--- src/rtl/decoder_if.sv ---
// Select/enable inputs and registered one-hot result of the binary-to-one-hot decoder.
// The master drives the select side; the decoder (slave) returns the decoded word.
interface decoder_if #(
  parameter int WIDTH = 16
);
  localparam int SW = (WIDTH > 1) ? $clog2(WIDTH) : 1;

  logic          enable;
  logic [SW-1:0] sel;
  logic [WIDTH-1:0] out;
  logic          sel_err;

  modport master (output enable, output sel, input out, input sel_err);
  modport slave  (input enable, input sel, output out, output sel_err);
endinterface

--- src/rtl/decoder.sv ---
// Binary-to-one-hot decoder with enable and a registered output stage.
// Out-of-range selects (only possible for non-power-of-two WIDTH) give zero plus sel_err.
module decoder #(
  parameter int WIDTH = 16
) (
  input logic       clk,
  input logic       reset,
  decoder_if.slave  bus
);
  localparam int SW = (WIDTH > 1) ? $clog2(WIDTH) : 1;

  logic [WIDTH-1:0] one;
  logic [WIDTH-1:0] out_q;
  logic             err_q;
  logic             in_range;

  assign one = {{(WIDTH-1){1'b0}}, 1'b1};

  // A power-of-two WIDTH cannot be exceeded by an SW-bit index.
  generate
    if ((2 ** SW) == WIDTH) begin : g_pow2
      assign in_range = 1'b1;
    end else begin : g_npow2
      assign in_range = (bus.sel <= SW'(WIDTH - 1));
    end
  endgenerate

  always_ff @(posedge clk) begin
    if (!reset) begin
      out_q <= '0;
      err_q <= 1'b0;
    end else if (bus.enable) begin
      if (in_range) begin
        out_q <= one << bus.sel;
        err_q <= 1'b0;
      end else begin
        out_q <= '0;
        err_q <= 1'b1;
      end
    end else begin
      out_q <= '0;
      err_q <= 1'b0;
    end
  end

  assign bus.out     = out_q;
  assign bus.sel_err = err_q;
endmodule

--- src/flat_wrapper.sv ---
// flat-port wrapper written by rule: the top's interface ports become plain ports
module decoder_flat 
#(
  parameter int WIDTH = 16
)
  (clk, reset, bus_enable, bus_sel, bus_out, bus_sel_err);
  decoder_if #(.WIDTH(WIDTH)) bus_i ();
  input logic clk;
  input logic reset;
  input wire logic [$bits(bus_i.enable)-1:0] bus_enable;
  input wire logic [$bits(bus_i.sel)-1:0] bus_sel;
  output wire logic [$bits(bus_i.out)-1:0] bus_out;
  output wire logic [$bits(bus_i.sel_err)-1:0] bus_sel_err;
  assign bus_i.enable = bus_enable;
  assign bus_i.sel = bus_sel;
  assign bus_out = bus_i.out;
  assign bus_sel_err = bus_i.sel_err;
  decoder #(.WIDTH(WIDTH)) u_core (.clk(clk), .reset(reset), .bus(bus_i));
endmodule
--- config.mk ---
export PLATFORM = sky130hd
export DESIGN_NAME = decoder_flat
export DESIGN_NICKNAME = d
export VERILOG_FILES = /design/src/rtl/decoder_if.sv /design/src/rtl/decoder.sv /design/src/flat_wrapper.sv
export SDC_FILE = /design/constraint.sdc
export NUM_CORES = 1
export LEC_CHECK = 0
export BUFFER_PORTS_ARGS = -buffer_cell sky130_fd_sc_hd__buf_2
export CORE_AREA = 2 2 39 41
export CTS_CLUSTER_SIZE = 12
export DETAILED_ROUTE_END_ITERATION = 8
export DIE_AREA = 0 0 41 43
export GPL_TIMING_DRIVEN = 0
export HOLD_SLACK_MARGIN = 0.05
export SLEW_MARGIN = 10
export SYNTH_ARGS = -nofsm -noshare
export SYNTH_HDL_FRONTEND = slang
export SYNTH_SLANG_ARGS = --single-unit
export TNS_END_PERCENT = 1
--- constraint.sdc ---
create_clock -name clk -period 0.9 [get_ports clk]
set_input_delay 0.09 -clock clk [delete_from_list [all_inputs] [get_ports clk]]
set_output_delay 0.09 -clock clk [all_outputs]
set_load 0.005 [all_outputs]
## After elaboration in Yosys (flattened, before gate mapping)

Index checks and enable logic that the tools add are counted.

| operators by class | value |
|---|---|
| reductions and logical operators | 1 |
| shift operators | 1 |

Operator list:

| kind | count |
|---|---|
| << shifter 1 x 4 -> 16 bit, first input constant | 1 |
| AND reduction 2 bit | 1 |

| storage, ports and cells | value |
|---|---|
| input port bits | 7 |
| register bits after elaboration | 16 |
| logic and storage cells | 3 |

## Longest topological paths before layout

| logic depth | value |
|---|---|
| word-level depth | 1 |
| mapped depth | 2 |
| mapped depth without buffers | 2 |

## Least setup slack after synthesis

Ideal clock, no wire load.

| path | value |
|---|---|
| kind | in2reg |
| start point | input port bus_sel[1] |
| end point | register u_core.out_q[0] (netlist: u_core.bus.out[0]) |
| setup slack | 0.380 ns |
| setup time | 0.078 ns |
| required time | 0.822 ns |
| stages | 2 |
| data arrival time | 0.441 ns |
| cell sequence | nand4bb_1 > nor3_1 |

| on the way | value |
|---|---|
| cells in the longest elaborated chain, start to end | 1 |

RTL lines:

| what | line | source |
|---|---|---|
| from (decl) | flat_wrapper.sv:11 | `input wire logic [$bits(bus_i.sel)-1:0] bus_sel;` |
| << shifter 1 x 4 -> 16 bit | decoder.sv:34 | `out_q <= one << bus.sel;` |
| to (signal assigned) | decoder.sv:34 |  |
| to (decl) | decoder.sv:13 | `logic [WIDTH-1:0] out_q;` |

No other way between the ends.
A chain may end at the register's enable or synchronous reset.

## Worst setup path in the final report

| path | value |
|---|---|
| start point | register u_core.out_q[2] (netlist: u_core.bus.out[2]) |
| end point | output port bus_out[2] |

RTL lines:

| what | line | source |
|---|---|---|
| to (decl) | flat_wrapper.sv:12 | `output wire logic [$bits(bus_i.out)-1:0] bus_out;` |

No word-level cell between the ends.

==> flow_summary.yaml <==
worst_setup_path:
  critPathMaxStageDelay_ns: 0.31
  crit_path_end_kind: "output pin"
  start_kind: "flip-flop"
  worst-path-max-fanout: 1
  critPathSlowestCell: "dfxtp_1"
  crit_type: "reg2out"
  cp.arrival_ns: 0.70
  crit_buf_inv: 1
  crit_family: "flip-flops"
  path_cells: "buf_2"
  cp.required_ns: 0.81
placement:
  hpwl_microns: 622
  port-buffer-count: 22
  gp_congestion: 0.692
pwr:
  p_total_uw: 1130
  powerDensity_nw_per_um2: 1880
  vdd_drop_max_uv: 807
  p_leak_uw: 0.000294
  power.internal_uw: 895
  swShare_pct: 20.9
  combPwrFrac_pct: 5.4
  switchingPower_uw: 237
  p_seq_share_pct: 63.2
  clockPowerShare_pct: 31.4
timing:
  finalSetupTns_ns: 0
  rsz0062_at_grt: "no"
  max_freq_mhz: 1270
  maxSlewViolCount: 0
  period_needed_ns: 0.790
  fin_crit_sh_pct: 87.8
  setup_violations: 0
  hold_violations: 0
global_route:
  grt_overflow: 0
  grt_pass1_vias: 294
  grtUsageTotal_pct: 10.8
  grt_max_degree: 9
  grt_pass1_wl_microns: 1220
  antenna_found_initial: 0
die:
  dieArea_sq_um: 1760
  boundaryPins: 24
  start_util_pct: 32.4
  coreArea_sq_um: 1380
  rows: 14
  die_y_microns: 43
  die_x_microns: 41
cts:
  hold_buffers: 0
  cts-resized-gates: 0
  clock-sinks: 16
  cts_tree: "yes"
  cts.path.max_buffers: 2
  clkSlewWorstSetupHoldPaths_ns: 0.08
  post_cts_buffers: 0
  cts.htree.levels: 1
  cts_made_buffers: 3
  cts-root-buf: "clkbuf_4"
routing:
  wirelength_microns: 845
  wire_per_inst_microns: 10.3
  post-route-drc-count: 0
  ant_nets: 0
  viasPerCell: 4.24
  drtIter0Drc: 1
  via_count: 348
  dr.pass1.iters: 2
outcome:
  status: "finished clean"
synthesis:
  syn_nets: 48
  syn_avg_cell_area_sq_um: 10.9
  yosysTopAreaCellShare_pct: 71.5
  ys_seq_elements: 16
  synth_top_area_cell: "dfxtp_1"
  ys_warn_count: 0
  synthTopCellsByArea: "dfxtp_1, nor2_1, nor3_1"
  syn_inst: 41
  synth_cell_type_count: 10
  synth.cell_area_sq_um: 448
  ys_seq_area_share_pct: 71.5
worst_hold_path:
  hold-path-cell-count: 2
  hold_start: "bus_sel[2]"
  holdCritPathClass: "in2reg"
  worstHoldEndpoint: "u_core.bus.out[10]$_SDFF_PN0_"
final_layout:
  nNetsFinal: 75
  drive_gt1_share_pct: 39.4
  diodes: 0
  area_delta_synth_final_pct: 34.1
  largest_reg_flops: 16
flow_run:
  maxCapViolations: 0
-- worst max-delay path by stage --
stage / startpoint / endpoint / slack, ns / cells after the start
after global placement: bus_sel[1] / u_core.bus.out[0]$_SDFF_PP0_ / 0.14 / 3
final: u_core.bus.out[2]$_SDFF_PP0_ / bus_out[2] / 0.11 / 1
after CTS: u_core.bus.out[2]$_SDFF_PP0_ / bus_out[2] / 0.1 / 1
after floorplan: bus_sel[1] / u_core.bus.out[0]$_SDFF_PP0_ / 0.38 / 2
after global routing: u_core.bus.out[14]$_SDFF_PN0_ / bus_out[14] / 0.05 / 1
after detailed placement: bus_sel[1] / u_core.bus.out[0]$_SDFF_PP0_ / 0.12 / 3
-- logic make-up (layout without fill, tap and decap cells) --
group / after synthesis / after routing / synth area share [%]
buffers and inverters: 1 / 26 / 1.68
DFF: 16 / 16 / 71.5
other: 1 / 1 / 0.837
and+or+nand+nor: 23 / 23 / 26.0
-- per-layer routing --
| metal | global-route usage (%) | share of wire, % | up-vias |
|---|---|---|---|
| met5 | 0 | 0 | - |
| li1 | - | - | 184 |
| met3 | 3.14 | 8.2 | 2 |
| met1 | 13.4 | 45 | 147 |
| met4 | 10.0 | 1.7 | 0 |
| met2 | 14.1 | 45 | 15 |
-- power groups by stage --
stage / logic (uW) / registers [uW] / clock network, uW
after CTS: 61.1 / 716 / 366
final: 60.9 / 716 / 355
after floorplan: 23.5 / 734 / 0
after detailed placement: 60.8 / 733 / 0
after global routing: 68.6 / 716 / 393
after global placement: 59.5 / 732 / 0
-- layout make-up --
type	instances	area, sq um
fill	144	783
sequential	16	320
multi-input combinational	24	120
timing repair buffer	22	110
clock buffer	3	22.5
tap	16	20.0
buffer	1	7.51
-- per-stage QoR --
| stage | setup slack [ns] | instance area (sq um) | util [%] | hold slack [ns] | cells |
|---|---|---|---|---|---|
| after floorplan | 0.380 | 448 | - | 0.167 | 41 |
| after global placement | 0.139 | 578 | 41.8 | 0.355 | 79 |
| after detailed placement | 0.117 | 578 | 41.8 | 0.357 | 79 |
| after CTS | 0.0980 | 601 | 43.4 | 0.0599 | 82 |
| after global routing | 0.0458 | 601 | 43.4 | 0.0663 | 82 |
| final | 0.110 | 601 | 43.4 | 0.0715 | 82 |
-- cell usage after synthesis --
cell type and number:
dfxtp_1 16, nand4bb_1 1, conb_1 1, nand4_1 1, nor2_1 12, nor3_1 4, buf_4 1, nand2b_1 2
nand4b_1 2, nand2_1 1
-- placed cells by master, fill, tap and decap left out --
cell / n
buf_4: 1
nand2_1: 1
nand4_1: 1
conb_1: 1
nor2_1: 12
nand4bb_1: 1
dfxtp_1: 16
buf_2: 22
nand4b_1: 2
nand2b_1: 2
clkbuf_4: 3
nor3_1: 4
Note: power is estimated with default switching activity, not from simulation.
